--- src/rtl/serial_subtractor.sv ---
// Bit-serial unsigned subtractor: {bout, diff} = a - b - bin, one bit per clock, LSB first,
// behind a start/done handshake with back-to-back accept from the DONE state.
module serial_subtractor #(
    parameter int WIDTH = 8
) (
    input  logic             clk,
    input  logic             rst,
    input  logic             start,
    input  logic [WIDTH-1:0] a,
    input  logic [WIDTH-1:0] b,
    input  logic             bin,
    output logic             busy,
    output logic             done,
    output logic [WIDTH-1:0] diff,
    output logic             bout
);

    localparam int CNT_W = $clog2(WIDTH);
    localparam logic [CNT_W-1:0] LAST_BIT = CNT_W'(WIDTH - 1);

    typedef enum logic [1:0] {
        IDLE = 2'd0,
        RUN  = 2'd1,
        DONE = 2'd2
    } state_e;

    state_e             state_q, state_d;
    logic [WIDTH-1:0]   a_sh_q, a_sh_d;
    logic [WIDTH-1:0]   b_sh_q, b_sh_d;
    logic [WIDTH-1:0]   res_sh_q, res_sh_d;
    logic [WIDTH-1:0]   diff_q, diff_d;
    logic               borrow_q, borrow_d;
    logic               bout_q, bout_d;
    logic [CNT_W-1:0]   cnt_q, cnt_d;

    // One full-subtractor cell, reused on every RUN cycle.
    logic diff_bit;
    logic borrow_next;
    assign diff_bit    = a_sh_q[0] ^ b_sh_q[0] ^ borrow_q;
    assign borrow_next = (~a_sh_q[0] & b_sh_q[0]) | (~(a_sh_q[0] ^ b_sh_q[0]) & borrow_q);

    always_comb begin
        // NOTE: every signal gets its hold value first so no path through the case infers a latch.
        state_d  = state_q;
        a_sh_d   = a_sh_q;
        b_sh_d   = b_sh_q;
        res_sh_d = res_sh_q;
        diff_d   = diff_q;
        borrow_d = borrow_q;
        bout_d   = bout_q;
        cnt_d    = cnt_q;

        case (state_q)
            IDLE, DONE: begin
                if (start) begin
                    a_sh_d   = a;
                    b_sh_d   = b;
                    borrow_d = bin;
                    cnt_d    = '0;
                    state_d  = RUN;
                end else begin
                    state_d  = IDLE;
                end
            end
            RUN: begin
                a_sh_d   = a_sh_q >> 1;
                b_sh_d   = b_sh_q >> 1;
                res_sh_d = {diff_bit, res_sh_q[WIDTH-1:1]};
                borrow_d = borrow_next;
                if (cnt_q == LAST_BIT) begin
                    diff_d  = {diff_bit, res_sh_q[WIDTH-1:1]};
                    bout_d  = borrow_next;
                    state_d = DONE;
                end else begin
                    cnt_d   = cnt_q + CNT_W'(1);
                end
            end
            default: state_d = IDLE;
        endcase
    end

    // NOTE: state uses non-blocking assignments so every flop samples pre-edge values.
    always_ff @(posedge clk) begin
        if (rst) begin
            // NOTE: the datapath registers are small flops, not a memory, so clearing them on reset is cheap and required.
            state_q  <= IDLE;
            a_sh_q   <= '0;
            b_sh_q   <= '0;
            res_sh_q <= '0;
            diff_q   <= '0;
            borrow_q <= 1'b0;
            bout_q   <= 1'b0;
            cnt_q    <= '0;
        end else begin
            state_q  <= state_d;
            a_sh_q   <= a_sh_d;
            b_sh_q   <= b_sh_d;
            res_sh_q <= res_sh_d;
            diff_q   <= diff_d;
            borrow_q <= borrow_d;
            bout_q   <= bout_d;
            cnt_q    <= cnt_d;
        end
    end

    // Handshake outputs decode the state register alone, so they cannot glitch.
    assign busy = (state_q == RUN);
    assign done = (state_q == DONE);
    assign diff = diff_q;
    assign bout = bout_q;

endmodule

--- config.mk ---
export PLATFORM = sky130hd
export DESIGN_NAME = serial_subtractor
export DESIGN_NICKNAME = d
export VERILOG_FILES = /design/src/rtl/serial_subtractor.sv
export SDC_FILE = /design/constraint.sdc
export NUM_CORES = 1
export LEC_CHECK = 0
export CAP_MARGIN = 25
export CORE_MARGIN = 2
export CORE_UTILIZATION = 50
export CTS_CLUSTER_DIAMETER = 120
export DETAILED_ROUTE_END_ITERATION = 8
export PLACE_DENSITY_LB_ADDON = 0.05
export SYNTH_ARGS = -nofsm -noshare
export SYNTH_HDL_FRONTEND = slang
export SYNTH_SLANG_ARGS = --single-unit
--- constraint.sdc ---
create_clock -name clk -period 1.7 [get_ports clk]
set_clock_uncertainty 0.2 [all_clocks]
set_input_delay 0.17 -clock clk [delete_from_list [all_inputs] [get_ports clk]]
set_output_delay 0.17 -clock clk [all_outputs]
set_load 0.005 [all_outputs]
==> flow_metrics.py, run 1 <==
metrics = {
    "status": {
        "outcome": "completed",
    },
    "timing": {
        "hold_violations": 0,
        "worst_pin_slew_ns": 0.318,
        "tns_ns": 0,
        "fin_crit_sh": 0.953,
        "slew_violations": 0,
        "setup_viol": 0,
        "max_freq_mhz": 617,
        "rsz0062_at_grt": "no",
        "fin_crit_ns": 1.62,
        "relSlewSlack": 0.787,
    },
    "synthesis": {
        "yosysMostFrequentCell": "nand2_1",
        "synth_nets": 211,
        "syn_area_per_cell_sq_um": 8.51,
        "yosys.area_share.simple": 0.240,
        "synth_area_sq_mm": 0.00160,
        "synth_compound_area_frac": 0.199,
        "synth_cells": 188,
        "yosys-mux-area-fraction": 0,
        "seq_area_frac_synth": 0.475,
        "ys_warn_count": 0,
        "async_reset_ff_frac": 0,
        "yosys.area_share.adder": 0.0281,
        "synth_top_area_cell": "dfxtp_1",
        "synth_commonest_cells": "54 x nand2_1, 38 x dfxtp_1, 23 x a21oi_1",
        "yosysTopAreaCellShare": 0.475,
        "synth_area_leaders": "dfxtp_1 48%, nand2_1 13%, a311oi_2 9.4%, a21oi_1 7.2%, nand3_1 4.4%",
        "synth_top_family_by_area": "simple AND/OR/NAND/NOR gates",
        "yosysUniqueCellTypes": 22,
        "ys_seq_elements": 38,
        "synth_enable_flop_cells": 0,
        "synthXorXnorAreaFrac": 0,
        "synth-main-ff-cell": "dfxtp_1",
    },
    "clocking": {
        "cts_tree": "yes",
        "clk_pin_slew_ns": 0.10,
        "clk_latency_ns": 0.34,
        "cts-buffers-inserted": 5,
        "cts.root.buffer_cell": "clkbuf_4",
        "hold_buffers": 0,
        "cts.htree.levels": 2,
        "cts.sinks": 38,
        "cts_buffer_depth": 2,
    },
    "power_and_ir_drop": {
        "peakVddDrop_mv": 0.445,
        "power_switching_w": 0.000448,
        "power.share.sequential": 0.561,
        "p_comb_frac": 0.156,
        "power_w": 0.00172,
        "powerDensity_mw_per_mm2": 835,
        "power.internal_w": 0.00127,
        "switching_share": 0.261,
        "leakage_nw": 0.758,
        "power_frac_clock": 0.283,
    },
    "routing": {
        "viasPerCell": 5.27,
        "first_pass_iters": 4,
        "ant_nets": 0,
        "drt-met1-wl_mm": 1.40,
        "post_drt_wl_per_cell_um": 12.2,
        "met3_wirelength_um": 183,
        "top_layer": "met4",
        "vias": 1403,
        "postRouteWirelength_mm": 3.25,
        "drt-initial-drc-count": 67,
        "drc": 0,
        "wl_met2_mm": 1.59,
    },
    "floorplan": {
        "start_util": 0.524,
        "core.rowCount": 20,
        "ios": 31,
        "fp.dieH_um": 60.6,
        "die_w_um": 60.6,
        "die_area_sq_mm": 0.00367,
        "core_sq_mm": 0.00305,
    },
    "place": {
        "portBuffers": 30,
        "gp_congestion": 0.714,
        "dp_hpwl_mm": 2.22,
        "place_inst": 257,
    },
    "min_path": {
        "min_path_cells": 3,
        "hold_path_class": "in2reg",
        "hold_start": "a[7]",
    },
    "grt": {
        "grt_pass1_wl_mm": 5.26,
        "antenna_found_initial": 0,
        "grt_pass1_vias": 1217,
        "gr-usage-all-layers": 0.197,
        "gr-total-overflow": 0,
        "grt_max_degree": 40,
    },
    "run": {
        "cap_violations": 0,
    },
    "cells_and_area": {
        "drive_gt1_frac": 0.153,
        "n_antenna_cell": 0,
        "layout.cells.non_filler": 266,
        "layout.nets": 244,
        "area_delta_synth_final_pct": 28.5,
    },
    "critical_path": {
        "crit_start": "state_q[1]$_SDFFE_PP0P_",
        "slowest_stage": "dfxtp_2",
        "path_depth": 4,
        "worstPathRequired_ns": 1.33,
        "cp-start-kind": "flop",
        "rr_startpoint": "cnt_q[0]$_SDFFE_PP0P_",
        "reg2regPathDepth": 5,
        "cpLargestDelayFamily": "buffers and inverters",
        "path_cells": "buf_4 > nand2b_4 > inv_2 > dlygate4sd2_1",
        "cp_max_fo": 4,
        "critPathKind": "reg2out",
        "slowest_delay_ns": 0.33,
        "cp-end-kind": "primary output",
        "cp.arrival_ns": 1.25,
        "crit_buf_inv": 3,
    },
}
## layer usage
metal / track usage / vias up
met4: 0.121 / 0
met1: 0.223 / 644
li1: - / 709
met3: 0.0554 / 7
met2: 0.327 / 43
met5: 0 / -
## layout by cell type (no fill, tap or decap), types with 2 or more instances in the layout
cell,count
nand2b_1,2
inv_1,2
clkdlybuf4s50_1,28
dfxtp_1,36
a21oi_1,23
a311oi_1,5
a311oi_2,10
buf_4,8
buf_12,2
nor2b_1,2
nand2_1,54
clkbuf_4,5
nor2_1,15
nand3_1,14
dfxtp_2,2
## power groups by stage
stage / combinational, W / clock [W] / sequential, W
after floorplan: 0.000177 / 0 / 0.000976
after global placement: 0.000260 / 0 / 0.000979
after detailed placement: 0.000265 / 0 / 0.000982
after CTS: 0.000267 / 0.000503 / 0.000963
after global routing: 0.000298 / 0.000545 / 0.000970
final: 0.000268 / 0.000486 / 0.000963
## path summary, 6_finish.rpt
check,end,slack (ns)
max,busy,0.08
max reg2reg,cnt_q[1]$_SDFFE_PP0P_,0.09
min,a_sh_q[7]$_SDFFE_PP0P_,0.19
min reg2reg,diff[1]$_SDFFE_PP0P_,0.27
## cell families (layout without fill, tap and decap cells)
| family | count (synthesis) | in the layout |
|---|---|---|
| DFF | 38 | 38 |
| buffers and inverters | 17 | 51 |
| AOI/OAI and AO/OA | 39 | 39 |
| and+or+nand+nor | 91 | 91 |
| adders and majority gates | 3 | 3 |
## worst min-delay path, cell delays in order
cell	delay, ns
clkdlybuf4s50_1	0.40
nand2_1	0.06
a21oi_1	0.05
## cell type report
| type | count | area, sq um |
|---|---|---|
| multi-input cells | 133 | 764 |
| fillers | 292 | 997 |
| clock inverters | 1 | 5.00 |
| flip-flops and latches | 38 | 763 |
| well taps | 44 | 55.1 |
| inverters | 3 | 11.3 |
| repair buffers | 40 | 402 |
| clock buffers | 7 | 55.1 |
## flip-flops by register name (all words and copies together), names as in the netlist
signal,count
res_sh_q,7
borrow_q,1
b_sh_q,8
state_q,2
bout,1
diff,8
cnt_q,3
a_sh_q,8
## stage by stage
step | hold WS [ns] | utilization | setup WS, ns | area (sq um)
finish | 0.187 | 0.673 | 0.0791 | 2060
global route | 0.191 | 0.673 | 0.00938 | 2060
CTS | 0.164 | 0.669 | 0.00492 | 2040
detailed placement | 0.248 | 0.644 | 0.0376 | 1970
global placement | 0.243 | 0.644 | 0.108 | 1970
floorplan | 0.106 | - | 0.125 | 1600
## repair_timing
item | 4_1_cts | 5_1_grt
resized for setup | 5 | 4
setup buffers | 1 | 0
setup endpoints to repair | 2 | 6
Note: power is estimated with default switching activity, not from simulation.
==> run 2, diff against run 1 <==
--- a/config.mk
+++ b/config.mk
@@ -5,6 +5,7 @@
 export SDC_FILE = /design/constraint.sdc
 export NUM_CORES = 1
 export LEC_CHECK = 0
+export ABC_CLOCK_PERIOD_IN_PS = 1700
 export CAP_MARGIN = 25
 export CORE_MARGIN = 2
 export CORE_UTILIZATION = 50
==> results of run 2 <==
The final DEF is identical to that of run 1; final timing and power are the same.
